===== config.mk =====
export PLATFORM = sky130hd
export DESIGN_NAME = rr_bank_scheduler
export DESIGN_NICKNAME = d
export VERILOG_FILES = /design/src/rtl/rr_sched_pkg.sv /design/src/rtl/rr_bank_arbiter.sv /design/src/rtl/rr_bank_scheduler.sv
export SDC_FILE = /design/constraint.sdc
export NUM_CORES = 1
export LEC_CHECK = 0
export ABC_AREA = 1
export CAP_MARGIN = 20
export CORE_MARGIN = 5
export CORE_UTILIZATION = 29
export DETAILED_ROUTE_END_ITERATION = 7
export GPL_TIMING_DRIVEN = 0
export PLACE_DENSITY = 0.74
export SYNTH_ARGS = -nofsm -noshare
export SYNTH_HDL_FRONTEND = slang
export SYNTH_SLANG_ARGS = --single-unit

===== constraint.sdc =====
create_clock -name clk -period 1.7 [get_ports clk]
set_input_delay 0.255 -clock clk [delete_from_list [all_inputs] [get_ports clk]]
set_output_delay 0.255 -clock clk [all_outputs]
set_load 0.005 [all_outputs]

===== src/rtl/rr_sched_pkg.sv =====
// Shared widths, request field offsets and command packing for the
// round-robin bank scheduler.
package rr_sched_pkg;

   // Request layout, LSB first: value, addr, we, valid.
   localparam int OFF_VALUE = 0;

   function automatic int off_addr(input int vw);
      return vw;
   endfunction

   function automatic int off_we(input int aw, input int vw);
      return aw + vw;
   endfunction

   function automatic int off_valid(input int aw, input int vw);
      return aw + vw + 1;
   endfunction

   function automatic int req_width(input int aw, input int vw);
      return aw + vw + 2;
   endfunction

   function automatic int bank_bits(input int nb);
      return (nb > 1) ? $clog2(nb) : 0;
   endfunction

   function automatic int local_addr_bits(input int aw, input int nb);
      return aw - bank_bits(nb);
   endfunction

   function automatic int plm_input_width(input int aw, input int vw, input int nb);
      return local_addr_bits(aw, nb) + vw + 1;
   endfunction

   function automatic int nkernels(input int nb, input int np);
      return nb * np;
   endfunction

   // Packs {we, local_addr, value}; caller narrows the result to its command width.
   function automatic logic [127:0] pack_cmd(input logic we, input logic [63:0] laddr,
                                             input logic [63:0] value, input int lab,
                                             input int vw);
      return ({127'b0, we} << (lab + vw)) | ({64'b0, laddr} << vw) | {64'b0, value};
   endfunction

endpackage


===== src/rtl/rr_bank_arbiter.sv =====
// Rotating-priority arbiter for one bank: grants the first NPORTS matching
// consumers found scanning from the pointer, and computes the next pointer.
module rr_bank_arbiter #(
   parameter int NCONSUMERS = 2,
   parameter int NPORTS     = 1,
   localparam int PW        = (NCONSUMERS > 1) ? $clog2(NCONSUMERS) : 1
)(
   input  logic [NCONSUMERS-1:0]        i_match,
   input  logic [PW-1:0]                i_ptr,
   output logic [NPORTS*NCONSUMERS-1:0] o_sel,
   output logic [NCONSUMERS-1:0]        o_grant,
   output logic [PW-1:0]                o_ptr_nxt
);

   logic [NPORTS-1:0][NCONSUMERS-1:0] w_sel;
   logic [PW-1:0]                     w_idx;
   int                                w_cnt;
   int                                w_sum;
   int                                w_last;
   logic                              w_any;

   // Scan consumers in pointer order; the p-th match goes to port p.
   always_comb begin
      w_sel     = '0;
      o_grant   = '0;
      w_idx     = '0;
      w_cnt     = 0;
      w_sum     = 0;
      w_last    = 0;
      w_any     = 1'b0;
      o_ptr_nxt = i_ptr;
      for (int i = 0; i < NCONSUMERS; i++) begin
         w_sum = int'(i_ptr) + i;
         if (w_sum >= NCONSUMERS) w_sum = w_sum - NCONSUMERS;
         w_idx = PW'(w_sum);
         if (i_match[w_idx] && (w_cnt < NPORTS)) begin
            for (int p = 0; p < NPORTS; p++) begin
               if (p == w_cnt) w_sel[p][w_idx] = 1'b1;
            end
            o_grant[w_idx] = 1'b1;
            w_cnt          = w_cnt + 1;
            w_last         = w_sum;
            w_any          = 1'b1;
         end
      end
      w_sum = w_last + 1;
      if (w_sum >= NCONSUMERS) w_sum = 0;
      if (w_any) o_ptr_nxt = PW'(w_sum);
   end

   assign o_sel = w_sel;

endmodule


===== src/rtl/rr_bank_scheduler.sv =====
// Round-robin scheduler from NCONSUMERS request sources onto NBANKS x NPORTS
// PLM bank ports. Grants are combinational; bank commands are registered.
// Optional build macro RR_PERF_CNT_EN adds a saturating conflict counter.
module rr_bank_scheduler
   import rr_sched_pkg::*;
#(
   parameter int  ADDR_WIDTH  = 4,
   parameter int  VALUE_WIDTH = 8,
   parameter int  NCONSUMERS  = 2,
   parameter int  NBANKS      = 1,
   parameter int  NPORTS      = 1,
   localparam int REQ_W       = req_width(ADDR_WIDTH, VALUE_WIDTH),
   localparam int PLM_W       = plm_input_width(ADDR_WIDTH, VALUE_WIDTH, NBANKS),
   localparam int NK          = nkernels(NBANKS, NPORTS)
)(
   input  logic                        clk,
   input  logic                        reset,
   input  logic [NCONSUMERS*REQ_W-1:0] requests,
   output logic [NCONSUMERS-1:0]       grant,
   output logic [NK*PLM_W-1:0]         out,
   output logic [NK-1:0]               out_valid
`ifdef RR_PERF_CNT_EN
   ,
   output logic [31:0]                 conflict_cnt
`endif
);

   localparam int BB  = bank_bits(NBANKS);
   localparam int LAB = local_addr_bits(ADDR_WIDTH, NBANKS);
   localparam int BW  = (BB > 0) ? BB : 1;
   localparam int PW  = (NCONSUMERS > 1) ? $clog2(NCONSUMERS) : 1;

   logic [NCONSUMERS-1:0] w_valid;
   logic [NCONSUMERS-1:0] w_we;
   logic [ADDR_WIDTH-1:0] w_addr [NCONSUMERS];
   logic [BW-1:0]         w_bank [NCONSUMERS];
   logic [PLM_W-1:0]      w_cmd  [NCONSUMERS];
   logic [NCONSUMERS-1:0] w_bgrant [NBANKS];
   logic [NCONSUMERS-1:0] w_grant_any;

   for (genvar c = 0; c < NCONSUMERS; c++) begin : g_cons
      localparam int BASE = c * REQ_W;
      logic [VALUE_WIDTH-1:0] w_value;
      logic [LAB-1:0]         w_laddr;
      assign w_valid[c] = requests[BASE + off_valid(ADDR_WIDTH, VALUE_WIDTH)];
      assign w_we[c]    = requests[BASE + off_we(ADDR_WIDTH, VALUE_WIDTH)];
      assign w_addr[c]  = requests[BASE + off_addr(VALUE_WIDTH) +: ADDR_WIDTH];
      assign w_value    = requests[BASE + OFF_VALUE +: VALUE_WIDTH];
      if (BB == 0) begin : g_one_bank
         assign w_bank[c] = '0;
         assign w_laddr   = w_addr[c];
      end else begin : g_interleave
         assign w_bank[c] = w_addr[c][BB-1:0];
         assign w_laddr   = w_addr[c][ADDR_WIDTH-1:BB];
      end
      assign w_cmd[c] = PLM_W'(pack_cmd(w_we[c], 64'(w_laddr), 64'(w_value), LAB, VALUE_WIDTH));
   end

   for (genvar b = 0; b < NBANKS; b++) begin : g_bank
      logic [NCONSUMERS-1:0]        w_match;
      logic [NPORTS*NCONSUMERS-1:0] w_sel;
      logic [PW-1:0]                w_ptr_nxt;
      logic [PW-1:0]                r_ptr;

      for (genvar c = 0; c < NCONSUMERS; c++) begin : g_match
         assign w_match[c] = w_valid[c] && (w_bank[c] == BW'(b));
      end

      rr_bank_arbiter #(
         .NCONSUMERS (NCONSUMERS),
         .NPORTS     (NPORTS)
      ) u_arb (
         .i_match   (w_match),
         .i_ptr     (r_ptr),
         .o_sel     (w_sel),
         .o_grant   (w_bgrant[b]),
         .o_ptr_nxt (w_ptr_nxt)
      );

      // Rotating-priority pointer for this bank.
      always_ff @(posedge clk or negedge reset) begin
         if (!reset) r_ptr <= '0;
         else        r_ptr <= w_ptr_nxt;
      end

      for (genvar p = 0; p < NPORTS; p++) begin : g_port
         localparam int K = b * NPORTS + p;
         logic [NCONSUMERS-1:0] w_s;
         logic [PLM_W-1:0]      w_mux;
         logic [PLM_W-1:0]      r_out;
         logic                  r_vld;

         assign w_s = w_sel[p*NCONSUMERS +: NCONSUMERS];

         // One-hot select of the granted consumer's packed command.
         always_comb begin
            w_mux = '0;
            for (int c = 0; c < NCONSUMERS; c++) begin
               if (w_s[c]) w_mux = w_mux | w_cmd[c];
            end
         end

         // Kernel command register; data holds when the port is idle.
         always_ff @(posedge clk or negedge reset) begin
            if (!reset) begin
               r_out <= '0;
               r_vld <= 1'b0;
            end else begin
               r_vld <= |w_s;
               if (|w_s) r_out <= w_mux;
            end
         end

         assign out[K*PLM_W +: PLM_W] = r_out;
         assign out_valid[K]          = r_vld;
      end
   end

   // A consumer targets a single bank, so OR-ing bank grants never collides.
   always_comb begin
      w_grant_any = '0;
      for (int b = 0; b < NBANKS; b++) w_grant_any = w_grant_any | w_bgrant[b];
   end

   assign grant = reset ? w_grant_any : '0;

`ifdef RR_PERF_CNT_EN
   logic [32:0] w_miss;
   logic [32:0] w_sum;
   logic [31:0] r_conflict;

   // Count valid requests that lost arbitration this cycle.
   always_comb begin
      w_miss = '0;
      for (int c = 0; c < NCONSUMERS; c++) begin
         if (w_valid[c] && !w_grant_any[c]) w_miss = w_miss + 33'd1;
      end
      w_sum = {1'b0, r_conflict} + w_miss;
   end

   // Saturating conflict accumulator.
   always_ff @(posedge clk or negedge reset) begin
      if (!reset)        r_conflict <= '0;
      else if (w_sum[32]) r_conflict <= '1;
      else               r_conflict <= w_sum[31:0];
   end

   assign conflict_cnt = r_conflict;
`endif

endmodule


Yosys cells after proc, flatten, opt, wreduce, memory -nomap -nowiden
Cells that the tools add are included.

Reductions and logical operators: 5. Order comparisons: 8. Add/subtract/negate cells: 4. Bitwise logic cells: 6. Mux-type cells: 23.

Operators with widths (count): 32-bit 2-to-1 mux (4); 32-bit by 3-bit >= comparator with 1-bit output, second input constant (2); 32-bit by 2-bit adder with 32-bit output, second input constant (1); 32-bit logical NOT (1); 32-bit by 3-bit subtractor with 32-bit output, second input constant (1); 13-bit 2-to-1 mux (2); 13-bit by 12-bit bitwise OR with 13-bit output (2); 13-bit by 8-bit bitwise OR with 13-bit output (2); 13-bit bitwise OR (1); 1-bit 2-to-1 mux (10); 2-bit 2-to-1 mux (5); 1-bit by 2-bit < comparator with 1-bit output, second input constant (2); 1-bit logical AND (3); 1-bit by 2-bit subtractor with 3-bit output, second input constant (1); 1-bit by 1-bit adder with 2-bit output, second input constant (1); 1-bit demux with 1-bit select (2); 1-bit >= comparator, second input constant (2); 1-bit by 2-bit >= comparator with 1-bit output, second input constant (1); 2-bit bitwise OR (1); 2-bit OR reduction (1); 1-bit < comparator, second input constant (1).

Output and inout port bits: 16. Input bits: 30. Word-level logic and storage cells: 49. Register bits after elaboration: 15.

Depth between registers and ports, before layout
Depth in word-level cells: 13. Mapped depth: 11.

Modules after synthesis
A second synthesis with hierarchy kept.

Cell total of the unflattened synthesis: 120. Area total of the unflattened synthesis: 818.3 sq um.

By module, submodules not included: rr_bank_scheduler (instances 1, area each 732.0 sq um, seq. area each 375.4 sq um, cells an instance 102); rr_bank_arbiter (instances 1, area each 86.3 sq um, seq. area each 0.0 sq um, cells an instance 18).

Least setup slack after synthesis
Ideal clock, no wire load.

Kind: register to register. Start: register (tool-made name). End: register g_bank[0].g_port[0].r_out[12], in the netlist out[12]. Slack: 0.035 ns. Data required time: 1.584 ns. Library setup time: 0.116 ns. Path buffers: 1. Clock period less this slack: 1.665 ns. Cell stages (with the launch flop): 11. Arrival time: 1.548 ns. Cell sequence: dfrtp_1 > nand2_2 > nand2_1 > ha_1 > inv_1 > nand4_4 > buf_2 > nand3_1 > nand2_1 > inv_1 > nand2_1.

RTL lines: end signal: assignment (RTL line rr_bank_scheduler.sv:110) `if (|w_s) r_out <= w_mux;`; end: declaration (RTL line rr_bank_scheduler.sv:90) `logic [PLM_W-1:0] r_out;`.

==> results.toml <==
[status]
status = "finished, final reports clean"

[sta]
fin_skew_ns = 0.003248
hold_violations = 0
tightest_slew_ns = 0.6462
rsz0062_at_grt = "true"
fin_ws_ns = 0.09026
max-slew-margin-rel_pct = 56.78
drv_slew = 0
fmax_mhz = 621.2
min_period_ns = 1.610
setup_viol = 0
fin_crit_sh_pct = 94.69

[die]
die_y_um = 67.68
core_area_sq_um = 3284
die_w_um = 67.68
ios = 46
row_count = 21
dieArea_sq_um = 4580
start_util_pct = 29.37

[cts]
clkTransAtPathRegs_ns = 0.09
cts_buffers = 3
clk_latency_ns = 0.28
htree_levels = 1
cts_tree = "yes"
cts-root-buf = "clkbuf_4"
clock_path_buffers = 2
numClockSinks = 15

[layout]
fill_cells = 313
syn_to_final_growth_pct = 69.65
antenna_cells = 0
drive_gt1_share_pct = 19.66
nNetsFinal = 211

[setup_path]
timing.rr.end = "out[0]$_DFFE_PN0P_"
rrSetupSlack_ns = 0.09
required_ns = 1.88
critPathLaunchType = "register"
critPathCaptureType = "register"
cp_max_fo = 5
crit_arrival_ns = 1.79
worst-setup-path-type = "register to register"
reg2reg_depth = 11

[yosys]
synth_nets = 153
async_reset_ff_share_pct = 100.0
yosys-mux-area-fraction_pct = 0
synthTopCellsByArea = "dfrtp_1 39%, nand3_1 20%, nand2_1 11%, inv_1 6.2%, buf_6 4.7%"
yosysWarnings = 0
post-synth-top-count-cell = "nand3_1"
synth_area_per_cell_sq_um = 7.973
ys_seq_area_share_pct = 38.91
synthAdderAreaFrac_pct = 2.594
synth_top_area_share_pct = 38.91
synth_compound_area_share_pct = 0.5188
synth_xor_area_share_pct = 0
synth_flop_cell = "dfrtp_1"
post-synth-top-area-cell = "dfrtp_1"
synth_cell_types = 14
synthCells = 121
synth_common_cells = "39 x nand3_1, 29 x nand2_1, 16 x inv_1"
synth-simple-area-share_pct = 45.65
synth_edf_count = 0
synth_top_family_by_area = "simple AND/OR/NAND/NOR gates"
ys_ff_latch = 15
netlist_area_sq_um = 964.7

[global_route]
gr-total-overflow = 0
grt_pass1_wl_um = 4188
grtUsageTotal_pct = 12.06
grt_max_degree = 16
first_global_vias = 895
antenna_found_initial = 0

[power_and_ir_drop]
comb_power_share_pct = 54.0
power.density_nw_per_um2 = 990.9
p_int_w = 0.001046
switching_share_pct = 35.50
p_switching_w = 0.0005757
seqPwrFrac_pct = 33.2
ir_drop_mv = 0.2841
power.leakage_nw = 0.7992
power_w = 0.001622
pwr-share-clk_pct = 12.7

[route]
num_vias = 946
wl_per_cell_um = 11.69
viasPerCell = 4.223
wl_met1_um = 1183
drc = 0
drt_iter0_drc = 14
wl_met3_um = 123
drt-total-wl_um = 2619
wl_met2_um = 1282
drt_first_pass_iters = 4
drtAntennaViolNets = 0
highest_layer = "met4"

[min_path]
hp-start = "requests[27]"
whs_path_depth = 2
hold_class = "input port to register"

[place]
dp_hpwl_um = 1907
numPortBuffers = 45
post-place-ws_ns = -0.5468
place.gp.congestion = 0.7740

[flow_run]
max-cap-violations = 0
## routing by layer
layer  GRT usage, %  vias to the layer above
li1               -                      511
met4          5.316                        0
met1          16.21                      408
met3         0.8319                        2
met2          19.68                       25
met5              0                        -
## stage by stage
| step | hold WS, ns | instances | instance area [sq um] | util (%) | TNS (ns) |
|---|---|---|---|---|---|
| floorplan | -0.04059 | 121 | 964.7 | - | 0 |
| global route | 0.4842 | 224 | 1637 | 49.83 | -0.01128 |
| detailed placement | 0.4996 | 212 | 1473 | 44.84 | -6.739 |
| finish | 0.4665 | 224 | 1637 | 49.83 | 0 |
| global placement | 0.4989 | 212 | 1473 | 44.84 | -6.417 |
| CTS | 0.4674 | 222 | 1568 | 47.73 | -0.001803 |
## repair_timing
| item | in CTS | in global routing |
|---|---|---|
| hold buffers | 1 | 0 |
| gates resized for setup | 14 | 11 |
| cloned | 1 | 1 |
| setup buffers | 4 | 1 |
| pin swaps | 3 | 6 |
| setup endpoints to repair | 13 | 13 |
| hold endpoints to repair | 15 | 0 |
## cells in the final DEF, fill, tap and decap left out, drive strengths merged
cell type / synthesis / routed
dlygate4sd2: 0 / 3
clkdlybuf4s50: 0 / 41
and3: 2 / 2
clkinv: 0 / 1
nand3: 40 / 40
ha: 2 / 2
clkdlybuf4s15: 0 / 1
nand4: 2 / 2
o21ai: 1 / 1
buf: 6 / 13
dlygate4sd3: 0 / 1
dfrtp: 15 / 15
clkbuf: 0 / 3
inv: 17 / 17
nand2: 36 / 36
## worst max path at each step
stage / startpoint / to / slack (ns) / depth (start not counted)
3_3_place_gp: reset / grant[1] / -0.54 / 3
4_1_cts: register / out[12]$_DFFE_PN0P_ / -0.002 / 11
6_report: register / out[0]$_DFFE_PN0P_ / 0.09 / 11
2_1_floorplan: register / out[12]$_DFFE_PN0P_ / 0.04 / 10
3_5_place_dp: reset / grant[0] / -0.55 / 3
5_1_grt: register / out[9]$_DFFE_PN0P_ / -0.006 / 11
## worst max-delay path, cell delays in order (launching register included)
cell and delay, ns:
dfrtp_2 0.45, inv_2 0.09, nand2_4 0.07, nand2_4 0.10, ha_4 0.20, inv_4 0.05
nand4_4 0.13, buf_4 0.18, nand3_1 0.07, nand2_1 0.06, inv_1 0.06, nand2_1 0.05
## registers in the layout, summed over array words and instances, names as in the netlist, named ones only
name and flops:
out_valid 1, out 13
## cell families (layout without fill, tap and decap cells)
family,Yosys count,count (layout)
flops,15,15
buf+inv,23,80
simple gates,80,80
compound gates,1,1
fa+ha+maj,2,2
## power groups by stage
stage,Combinational [W],Clock [W],Sequential [W]
final,0.000876,0.000207,0.000539
after global routing,0.000970,0.000229,0.000557
after CTS,0.000830,0.000211,0.000539
after detailed placement,0.000781,0,0.000544
after global placement,0.000768,0,0.000545
after floorplan,0.000385,0,0.000548
## final cells by class
class,instances,area (sq um),share of cell area [%]
buffer,6,67.56,4.128
clock buffer,3,22.52,1.376
clock inverter,1,5.005,0.3058
inverter,17,66.31,4.052
multi-input combinational,83,523.0,31.96
sequential,15,376.6,23.01
tap,46,57.56,3.517
timing repair buffer,53,518.0,31.65
No activity file was read; power rests on OpenSTA's default activity.
==> variant (same settings) <==
Add a define of `RR_PERF_CNT_EN`.
--- a/src/rtl/rr_bank_scheduler.sv
+++ b/src/rtl/rr_bank_scheduler.sv
@@ -3,2 +3,4 @@
 // Optional build macro RR_PERF_CNT_EN adds a saturating conflict counter.
+`define RR_PERF_CNT_EN
+
 module rr_bank_scheduler
Function (old outputs only; new: conflict_cnt): kept (Yosys induction, for registers that start in step).
==> variant against the original RTL <==
The run now ends with negative hold slack, negative setup slack left. Area after synthesis rose to 2.8 times the old value. Register-to-register slack got worse by 710 ps. Die area rose by 150%. Power rose to 2.5 times the old value. Utilization fell by 5.2 points. Final area rose to 2.5 times the old value. Routed wire length rose to 3.2 times the old value. Critical path depth rose by 4. Cell count rose to 2.6 times the old value. Sequential cell count rose by 32. Global-route usage rose by 3.0 points. Worst setup slack got worse by 720 ps.
==> variant: results (changes against the original RTL) <==
stage,metric,value,unit,change
run_status,status,"complete, but fails checks",,"was finished, final reports clean"
run_status,failed_checks,"negative hold slack, negative setup slack",,
clock_tree,path_clk_slew,80,ps,
sta,setup_ws,-629,ps,was 90.3 ps
clock_tree,clockBufferDepth,2,,unchanged
placed_design,place_area,3650,um2,was 1470 um2
worst_setup_path,cp.arrival,2560,ps,was 1790 ps
route,drt_iter0_drc,83,,was 14
yosys,async_reset_ff_share,100,%,unchanged
yosys,synth_edf_count,0,,unchanged
placed_design,dp_hpwl,6.15,mm,was 1.91 mm
placed_design,dp.cells,561,,was 212
yosys,synth_cells,372,,was 121
grt,antenna_found_initial,0,,unchanged
final_layout,final_nets,513,,was 211
yosys,netlist_top_cells_area,"dfrtp_1, nand2_1, nand3_1, nor2_1, inv_1",,"was dfrtp_1, nand3_1, nand2_1, inv_1, buf_6"
grt,grt_usage,15.0,%,was 12.1%
sta,worstMarginPinSlew,877,ps,was 646 ps
grt,grt_pass1_wl,13.8,mm,was 4.19 mm
yosys,syn-num-nets,407,,was 153
final_layout,fill_cells,945,,was 313
yosys,synthFlopType,dfrtp_1,,unchanged
route,drc,0,,unchanged
sta,finClkSkew,3.05,ps,was 3.25 ps
route,drt-vias-per-instance,4.81,,was 4.22
placed_design,numPortBuffers,77,,was 45
yosys,ys_seq_area_share,43.3,%,was 38.9%
placed_design,gp_congestion,0.922,,was 0.774
sta,fin_setup_tns,-19930,ps,was 0 ps
route,routed-via-count,2830,,was 946
route,wl,8.32,mm,was 2.62 mm
placed_design,dp_slack,-1030,ps,was -547 ps
yosys,synth_warnings,0,,unchanged
worst_setup_path,reg2reg_depth,15,,was 11
grt,grt_pass1_vias,2883,,was 895
worst_setup_path,critPathMaxStageDelay,450,ps,about the same
worst_setup_path,critPathMaxFanout,7,,was 5
clock_tree,cts_root_buffer,clkbuf_8,,was clkbuf_4
sta,hold_ws,-2.52,ps,was 466 ps
final_layout,largest_reg_flops,32,,was 13
worst_hold_path,min_path_type,input pin to asynchronous set/reset pin,,was input pin to flip-flop
sta,hold_viol_final,5,,was 0
clock_tree,cts_buffers,5,,was 3
grt,grt_start_max_net_pins,28,,was 16
yosys,yosysMostFrequentCell,nand2_1,,was nand3_1
power_and_ir_drop,leakage,1.90,nW,was 0.799 nW
final_layout,drive_gt1_share,16.4,%,was 19.7%
final_layout,diodes,0,,unchanged
sta,finalSetupViolations,46,,was 0
power_and_ir_drop,ir_drop,0.619,mV,was 0.284 mV
yosys,yosys.cell_types.count,24,,was 14
clock_tree,htreeDepth,2,,was 1
worst_setup_path,cp_slowest_cell,clkdlybuf4s50_1,,was dfrtp_2
yosys,ys_top_cells_by_count,"nand2_1, nor2_1, dfrtp_1",,"was nand3_1, nand2_1, inv_1"
route,dr.pass1.iters,5,,was 4
clock_tree,clk_latency,290,ps,
[variant: logic make-up after synthesis]
group,synth area share (%)
adders and majority gates,2.58
buffers and inverters,6.76
DFF,43.3
and+or+nand+nor,43.3
AOI/OAI and AO/OA,1.89
xor gates and xnor gates,2.25
[variant: worst max-delay path, delay by kind of cell]
family | cells | cell delay [ps]
buffers and inverters | 6 | 980
adders and majority gates | 3 | 790
and+or+nand+nor | 6 | 520
[variant: area by class of cell]
cell class,instances,area (um2),area share (%)
Clock buffer,6,72.6,1.77
Multi-Input combinational cell,284,1480,36.1
Timing Repair Buffer,99,1020,24.8
Sequential cell,47,1180,28.7
Buffer,8,87.6,2.13
Inverter,33,126,3.08
Tap cell,111,139,3.39
[variant: power breakdown]
group	total, mW	switching (mW)	internal [mW]
logic	1.83	0.793	1.04
registers	1.58	0.210	1.37
clock network	0.641	0.366	0.276
total	4.06	1.37	2.69
[variant: path summary, 6_finish.rpt]
path                                        from               end  slack [ps]
worst max-delay path                requests[13]  conflict_cnt[15]        -630
worst min-delay path                       reset  conflict_cnt[13]          -3
worst max register to register         flip-flop  conflict_cnt[15]        -620
worst min register to register  conflict_cnt[30]  conflict_cnt[30]         540
max in group asynchronous                  reset            out[1]         520
min in group clk                    requests[20]            out[6]         520
[variant: what timing repair did]
item	in CTS	in global routing
pin swaps	6	11
hold endpoints to repair	20	0
hold buffers	2	0
cloned	1	2
buffers inserted	10	6
setup endpoints to repair	46	46
resized for setup	30	10
[variant: routing by layer]
| layer | up-vias | part of all wire [%] | track usage (%) |
|---|---|---|---|
| met5 | - | 0 | 0 |
| met4 | 0 | 2.6 | 5.11 |
| met3 | 19 | 6.0 | 3.49 |
| met2 | 101 | 50 | 26.7 |
| met1 | 1313 | 41 | 17.8 |
| li1 | 1397 | - | - |
